File: src/rtl/load_store_unit.sv
// RV32I load/store sequencer: byte/half/word loads, read-modify-write sub-word stores.
// Define LSU_ALIGN_CHECK_EN to reject misaligned H/HU/SH and W/SW accesses.
module load_store_unit (
  input  logic        i_clk,
  input  logic        i_rst,
  input  logic        i_req,
  output logic        o_ready,
  input  logic        i_we,
  input  logic [2:0]  i_funct3,
  input  logic [31:0] i_addr,
  input  logic [31:0] i_wdata,
  output logic [31:0] o_rdata,
  output logic        o_done,
  output logic        o_err,
  output logic [31:0] o_mem_addr,
  output logic [31:0] o_mem_wd,
  output logic        o_mem_wen,
  output logic        o_mem_ren,
  input  logic [31:0] i_mem_rd
);

  typedef enum logic [1:0] {
    IDLE,
    RD,
    CAP,
    WR
  } state_t;

  state_t      state;
  state_t      state_nx;

  logic        we_q;
  logic        err_q;
  logic [2:0]  f3_q;
  logic [1:0]  lane_q;
  logic [15:0] wdata_q;

  logic        accept;
  logic        f3_bad;
  logic        misalign;
  logic        reject;
  logic        is_sw;
  logic [7:0]  byte_sel;
  logic [15:0] half_sel;
  logic [31:0] ld_val;
  logic [31:0] merged;

  assign accept = i_req && (state == IDLE);
  assign f3_bad = (i_funct3 == 3'd3) ||
                  (i_funct3[2:1] == 2'b11);

`ifdef LSU_ALIGN_CHECK_EN
  assign misalign =
    ((i_funct3[1:0] == 2'b01) && i_addr[0]) ||
    ((i_funct3[1:0] == 2'b10) &&
     (i_addr[1:0] != 2'b00));
`else
  assign misalign = 1'b0;
`endif

  assign reject = f3_bad || misalign;
  assign is_sw  = i_we && (i_funct3[1:0] == 2'b10);

  // Rejected requests ride through WR with the write strobe masked
  assign o_ready   = (state == IDLE);
  assign o_mem_ren = (state == RD);
  assign o_mem_wen = (state == WR) && !err_q;

  always_comb begin
    state_nx = state;
    case (state)
      IDLE: begin
        if (accept) begin
          if (reject || is_sw) state_nx = WR;
          else                 state_nx = RD;
        end
      end
      RD:      state_nx = CAP;
      CAP:     state_nx = we_q ? WR : IDLE;
      WR:      state_nx = IDLE;
      default: state_nx = IDLE;
    endcase
  end

  always_comb begin
    byte_sel = i_mem_rd[7:0];
    case (lane_q)
      2'd0:    byte_sel = i_mem_rd[7:0];
      2'd1:    byte_sel = i_mem_rd[15:8];
      2'd2:    byte_sel = i_mem_rd[23:16];
      2'd3:    byte_sel = i_mem_rd[31:24];
      default: byte_sel = i_mem_rd[7:0];
    endcase
    half_sel = lane_q[1] ? i_mem_rd[31:16]
                         : i_mem_rd[15:0];
  end

  always_comb begin
    ld_val = i_mem_rd;
    unique case (1'b1)
      (f3_q[1:0] == 2'b00):
        ld_val = {{24{~f3_q[2] & byte_sel[7]}},
                  byte_sel};
      (f3_q[1:0] == 2'b01):
        ld_val = {{16{~f3_q[2] & half_sel[15]}},
                  half_sel};
      default:
        ld_val = i_mem_rd;
    endcase
  end

  always_comb begin
    merged = i_mem_rd;
    if (f3_q[1:0] == 2'b00)
      merged[{lane_q, 3'b000} +: 8] = wdata_q[7:0];
    else if (lane_q[1])
      merged[31:16] = wdata_q;
    else
      merged[15:0] = wdata_q;
  end

  always_ff @(posedge i_clk or posedge i_rst) begin
    if (i_rst) begin
      state      <= IDLE;
      we_q       <= 1'b0;
      err_q      <= 1'b0;
      f3_q       <= 3'd0;
      lane_q     <= 2'd0;
      wdata_q    <= 16'd0;
      o_rdata    <= 32'd0;
      o_done     <= 1'b0;
      o_err      <= 1'b0;
      o_mem_addr <= 32'd0;
      o_mem_wd   <= 32'd0;
    end else begin
      state  <= state_nx;
      o_done <= 1'b0;
      o_err  <= 1'b0;
      if (accept) begin
        we_q       <= i_we;
        err_q      <= reject;
        f3_q       <= i_funct3;
        lane_q     <= i_addr[1:0];
        wdata_q    <= i_wdata[15:0];
        o_mem_addr <= {i_addr[31:2], 2'b00};
        if (!reject && is_sw)
          o_mem_wd <= i_wdata;
      end
      if (state == CAP) begin
        if (we_q) begin
          o_mem_wd <= merged;
        end else begin
          o_rdata <= ld_val;
          o_done  <= 1'b1;
        end
      end
      if (state == WR) begin
        o_done <= 1'b1;
        o_err  <= err_q;
        if (err_q)
          o_rdata <= 32'd0;
      end
    end
  end

endmodule

File: config.mk
export PLATFORM = sky130hd
export DESIGN_NAME = load_store_unit
export DESIGN_NICKNAME = d
export VERILOG_FILES = /design/src/rtl/load_store_unit.sv
export SDC_FILE = /design/constraint.sdc
export NUM_CORES = 1
export LEC_CHECK = 0
export ABC_AREA = 1
export BUFFER_PORTS_ARGS = -buffer_cell sky130_fd_sc_hd__buf_2
export CAP_MARGIN = 20
export CORE_MARGIN = 10
export CORE_UTILIZATION = 57
export DETAILED_ROUTE_END_ITERATION = 7
export GPL_TIMING_DRIVEN = 0
export PLACE_DENSITY = 0.92
export REMOVE_ABC_BUFFERS = 1
export SYNTH_ARGS = -nofsm -noshare
export SYNTH_HDL_FRONTEND = slang
export SYNTH_SLANG_ARGS = --single-unit
File: constraint.sdc
create_clock -name i_clk -period 8.2 [get_ports i_clk]
set_input_delay 1.23 -clock i_clk [delete_from_list [all_inputs] [get_ports i_clk]]
set_output_delay 1.23 -clock i_clk [all_outputs]
set_load 0.02 [all_outputs]
==> impl_results.md, run 1 <==
- Status: finished, final reports clean
- H-tree Lvls: 4
- Clock skew: approximately 0.017 ns
- Initial core utilization: 57.8%
- Fraction of layout cells with a size suffix above 1: 22.0%
- Crit-path cells: buf_2, nand2_2, inv_2, nand2_2, inv_2, nand2_1, nand3_1, nand2_1, inv_1
- Most frequent cells in the layout: nand2_1, buf_2, dfrtp_1
- HP Class: register to register
- Wirelength, routed: 22900 um
- Worst-skew pair later-pin latency: around 0.43 ns
- Slew of the pin with the lowest slew margin: 1.09 ns
- Final non-filler cell total: roughly 1300
- Clock Sinks: 121
- Hold bufs inserted after CTS: 0
- Sw power: 1830 uW
- Hold path cells: 2
- Worst setup path class: input port to register
- CTS tree: done
- Max Slew Vio Count: 0
- Clk slew on worst S/H paths: 0.05 ns
- Worst reg2reg path endpoint: o_mem_wd[0]$_DFF_PP0_
- GPL Wtd Cong: 0.983
- DP Cell Count: 1269
- Flops & latches, synth: 121
- Via count of the first global-routing pass: 7102
- Cells after Synth: 979
- Post-synthesis sequential area ratio: between 40 and 50%
- Drt wl/cell: approximately 18 um
- Power consumption: 3820 uW
- CP Data Required Time: 8.56 ns
- Max Fclk: 238 MHz
- Vias/cell: 5.51
- Crit path arrival time: 4.56 ns
- Hold path endpoint: o_mem_addr[29]$_DFFE_PP0P_
- Hold_sp: o_mem_addr[29]$_DFFE_PP0P_
- Initial detailed-routing violation count: between 800 and 900
- Largest net degree at the start of global routing: 67
- Final period utilization: 51.2%
- Yosys synthesis warning count: 0
- Commonest non-fill, non-tap cell in the layout: nand2_1
- Core area: between 10000 and 15000 um2
- Chip height: between 100 and 150 um
- CP bufs+invs: 4
- Logic gate share of total power: approximately half
- Max incr delay on CP: 1.02 ns
- Flop2flop setup slack: 4.32 ns
- CTS max path bufs: 2
- Clock share of power: 19.4%
- PwrDens: 452 nW/um2
- Rows: 40
- Final setup vio count: 0
- Lkg Pwr: between 0.004 and 0.005 uW
- Final Core Density: approximately 71%
- Worst r2r path cells: 9
- Clock buffer count from CTS: 17
- Antenna violations before repair: 1
- CTS root buffer: clkbuf_16
- DR vias: 7186
- DRT antenna net count: 0
- Sw Share: 47.9%
- Syn Area/Cell: 7.06 um2
- Die width: 130 um
- PortBufs: 201
- DRT Pass-1 Iters: 6
- I/O pins: 204
- P&R area growth vs syn: 22.0%
- DP Wirelength: roughly 16000 um
- Setup TNS: 0 ns
- Die ar.: 16900 um2
- First-pass GRT wire length: about 36000 um
- Sequential power share: between 20% and 30%
- Post-layout nets: ~1200
- Gr usage total: 27.3%
- P_int: 1990 uW
- Post-synthesis cell type count: 29
- Crit-path max FO: 66
- Min cycle time layout: 4.19 ns
- Worst setup EP type: register
- Grt ovf: 0
- Slowest-stage cell, CP: inv_2
- # DRC: 0
- Hold Violations, Final: 0
- Family with the most delay on the worst path: buffers and inverters
- Cell Area, Synth: 6910 um2
- R2R Path Start: state[1]$_DFFE_PP0P_
- Peak supply drop: 0.000259 V
- Post-CTS Resized: 0
- Setup crit start kind: input port
- Max_slew headroom: 27.6%
- Maxcap violations: 0
- Setup Buffers After CTS: 0
- RSZ-0062 raised after global routing: false
## cell usage after synthesis, drive strengths merged
master | count | share of area, %
o21a | 2 | 0.22
nand2 | 356 | 20
conb | 1 | 0.054
o21ai | 110 | 8.0
a21oi | 56 | 4.1
a22oi | 7 | 0.76
o21bai | 16 | 1.7
nand3 | 54 | 4.0
dfrtp | 121 | 44
nand4 | 9 | 0.81
inv | 113 | 6.1
o22ai | 15 | 1.4
buf | 38 | 3.5
ha | 5 | 0.90
nor2 | 36 | 2.4
a31oi | 6 | 0.54
o211ai | 6 | 0.65
clkbuf | 23 | 1.3
nor3 | 5 | 0.36
## metrics by stage
step	worst slack [ns]	area, um2	hold slack (ns)
4_1_cts	4.06	8430	0.480
5_1_grt	3.70	8430	0.500
3_3_place_gp	2.44	7770	0.457
6_report	4.01	8440	0.478
3_5_place_dp	3.62	7850	0.464
2_1_floorplan	3.76	6590	0.453
## registers in the layout, indices dropped and copies added (netlist names)
signal and count:
o_err 1, o_rdata 32, we_q 1, o_done 1, o_mem_addr 30, wdata_q 16
err_q 1, state 2, o_mem_wd 32, f3_q 3, lane_q 2
## how the worst max path moves through the flow
stage	startpoint	endpoint	cells after the start
after floorplan	i_rst	err_q$_DFFE_PP0P_	1
after detailed placement	i_req	o_mem_wd[10]$_DFF_PP0_	9
after global routing	i_req	o_mem_wd[6]$_DFF_PP0_	9
final	i_req	o_mem_wd[0]$_DFF_PP0_	9
after CTS	i_req	o_mem_wd[0]$_DFF_PP0_	9
after global placement	i_rst	o_mem_wd[8]$_DFF_PP0_	2
## layer usage
metal / vias to the layer above / global-route usage (%) / routed length, um
li1: 3461 / - / -
met2: 414 / 43.2 / 10500
met4: 0 / 12.0 / 753
met3: 61 / 10.9 / 2900
met1: 3250 / 32.3 / 8730
met5: - / 0 / 0
## kinds of logic (layout without fill, tap and decap cells)
family	count (synthesis)	count (layout)	synth area share [%]
AND/OR/NAND/NOR	460	460	27.0
other	1	5	0.0542
adder cells (fa/ha/maj)	5	5	0.905
buffers and inverters	174	348	10.9
AO/OA/AOI/OAI	218	218	17.3
flip-flops	121	121	43.8
## power groups by stage
| stage | combinational [uW] | clock [uW] | sequential [uW] |
|---|---|---|---|
| after floorplan | 1020 | 0 | 1370 |
| after global placement | 1870 | 0 | 1100 |
| after detailed placement | 1940 | 0 | 1110 |
| after global routing | 2180 | 774 | 1150 |
| after CTS | 1950 | 748 | 1110 |
| final | 1960 | 740 | 1120 |
## tightest hold or removal path, delay by kind of cell, from the launching register on
kind	cells	cell delay (ns)
flops	1	0.34
simple gates	2	0.11
## layout make-up
| class | instances | area [um2] |
|---|---|---|
| Clock inverter | 11 | 123 |
| Clock buffer | 21 | 460 |
| Inverter | 113 | 429 |
| Timing Repair Buffer | 203 | 1060 |
| Sequential cell | 121 | 3030 |
| Antenna cell | 3 | 7.51 |
| Tap cell | 147 | 184 |
| Fill cell | 1003 | 3520 |
| Multi-Input combinational cell | 685 | 3150 |
Power figures use the tool's default switching activity.
==> inputs of run 2 (changes only) <==
--- a/config.mk
+++ b/config.mk
@@ -9,10 +9,10 @@
 export BUFFER_PORTS_ARGS = -buffer_cell sky130_fd_sc_hd__buf_2
 export CAP_MARGIN = 20
 export CORE_MARGIN = 10
-export CORE_UTILIZATION = 57
+export CORE_UTILIZATION = 53
 export DETAILED_ROUTE_END_ITERATION = 7
 export GPL_TIMING_DRIVEN = 0
-export PLACE_DENSITY = 0.92
+export PLACE_DENSITY = 0.87
 export REMOVE_ABC_BUFFERS = 1
 export SYNTH_ARGS = -nofsm -noshare
 export SYNTH_HDL_FRONTEND = slang
==> constraint.sdc (replaced) <==
create_clock -name i_clk -period 4.4 [get_ports i_clk]
set_input_delay 0.66 -clock i_clk [delete_from_list [all_inputs] [get_ports i_clk]]
set_output_delay 0.66 -clock i_clk [all_outputs]
set_load 0.02 [all_outputs]
==> run 2 against run 1 <==
Effect of this change: setup slack worse by 3.0 ns; first-iteration DRC count is 7.7% lower; clock skew fell by 0.0086 ns; power increased by 86%; critical path type is now register to register; critical endpoint is now o_mem_wd[3]$_DFF_PP0_; largest cell class unchanged; highest routed layer is now met5.
==> impl_results.md, run 2 (synthesized netlist as in run 1, its figures left out) <==
- Status: finished, final reports clean
- Area taken by flip-flops and latches: 3030 um2
- Fraction of layout cells with a size suffix above 1: 22.2%
- Worst setup path class: register to register
- Peak supply drop: ~0.00054 V
- Gr usage total: 24.8%
- Post-CTS Resized: 0
- Post-layout nets: 1250
- Worst-skew pair later-pin latency: 0.43 ns
- Final worst slack: 0.975 ns
- Min cycle time layout: about 3.4 ns
- Clk slew on worst S/H paths: ~0.060 ns
- Filler cells: 1182
- CTS root buffer: clkbuf_16
- P&R area growth vs syn: 22.6%
- Vias/cell: 5.36
- Die width: 134 um
- Setup WS pre-CTS: 0.425 ns
- Wirelength, routed: between 20000 and 25000 um
- DR vias: roughly 7100
- Slew of the pin with the lowest slew margin: 1.04 ns
- Initial core utilization: 54.3%
- Crit path arrival time: ~3.8 ns
- RSZ-0062 raised after global routing: false
- Setup Buffers After CTS: 0
- PortBufs: 201
- Commonest non-fill, non-tap cell in the layout: nand2_1
- Max Slew Vio Count: 0
- HP Class: input port to asynchronous set/reset pin
- Initial detailed-routing violation count: ~780
- Clock Sinks: 121
- DRT antenna net count: 0
- DP Wirelength: 16400 um
- Rows: 41
- First-pass GRT wire length: 35800 um
- Antenna violations before repair: 3
- Crit-path max FO: 47
- DRT Pass-1 Iters: 6
- Max Fclk: 292 MHz
- Largest net degree at the start of global routing: 67
- Final Core Density: 66.7%
- H-tree Lvls: 4
- I/O pins: between 200 and 250
- Chip height: 134 um
- Final setup vio count: 0
- Footprint of the multi-input gates: 3150 um2
- Die ar.: roughly 18000 um2
- Clock buffer count from CTS: 17
- Biggest regs: o_mem_wd: 32 flops, o_rdata: 32 flops, o_mem_addr: 30 flops
- Lkg Pwr: 0.00457 uW
- Via count of the first global-routing pass: 6885
- CTS max path bufs: 2
- Max_slew headroom: a little under a third
- Maxcap violations: 0
- Drt wl/cell: around 17 um
- Final period utilization: between 70 and 80%
- GPL Wtd Cong: 0.928
- CP Data Required Time: 4.77 ns
- Hold Violations, Final: 0
- PwrDens: 835 nW/um2
- Core area: between 10000 and 15000 um2
- Setup crit start kind: register
- Worst setup EP type: register
- Clock skew: 0.00809 ns
- Most frequent cells in the layout: nand2_1, buf_2, dfrtp_1
- Grt ovf: 0
- CTS tree: done
- # DRC: 0
- Hold bufs inserted after CTS: 0
## run 2: critical path, cell delays in order (launching register included)
cell and delay, ns:
dfrtp_1 0.43, nor2_4 0.15, nand2_2 0.48, inv_2 0.55, buf_12 0.27, nand2_2 0.52, inv_2 0.54, nand2_1 0.13
nand3_1 0.10, nand2_1 0.08, inv_1 0.05
## run 2: layout make-up
type	instances	area share, %
clock inverter	12	1.40
sequential	121	35.7
timing repair buffer	204	12.7
inverter	113	5.06
clock buffer	20	5.39
antenna	2	0.0590
multi-input combinational	685	37.1
tap	172	2.54
## run 2: worst paths after layout
| path | from | to | slack, ns | cells past startpoint |
|---|---|---|---|---|
| setup / recovery | state[0]$_DFFE_PP0P_ | o_mem_wd[3]$_DFF_PP0_ | 0.98 | 10 |
| max in group asynchronous | i_rst | o_mem_wd[4]$_DFF_PP0_ | 3.41 | 3 |
| hold reg to reg | o_mem_addr[29]$_DFFE_PP0P_ | o_mem_addr[29]$_DFFE_PP0P_ | 0.47 | 2 |
| setup reg to reg | state[0]$_DFFE_PP0P_ | o_mem_wd[3]$_DFF_PP0_ | 0.98 | 10 |
| hold / removal | i_rst | o_mem_addr[2]$_DFFE_PP0P_ | 0.27 | 2 |
| min in group i_clk | i_addr[28] | o_mem_addr[28]$_DFFE_PP0P_ | 0.42 | 3 |
## run 2: per-stage QoR
step	setup TNS [ns]	std cells	hold WS, ns	instance area [um2]	power, uW
detailed placement	0	1294	0.460	7880	5680
floorplan	0	919	0.453	6590	4460
global route	0	1328	0.319	8480	7630
CTS	0	1326	0.293	8450	7080
finish	0	1329	0.274	8480	7080
global placement	-106.65	1292	0.458	7810	5560
## run 2: metal layers
layer  GRT usage [%]  routed length [um]  vias up  share of wire, %
met1            28.9                9060     3251                40
met2            39.3               10400      352                46
li1                -                   -     3462                 -
met4            9.31                 681        2               3.0
met3            11.1                2710       54                12
met5               0                   7        -             0.031
## run 2: power by group
group | switching, uW | internal (uW)
clock | 549 | 812
sequential | 401 | 1670
combinational | 2470 | 1180
total | 3420 | 3660
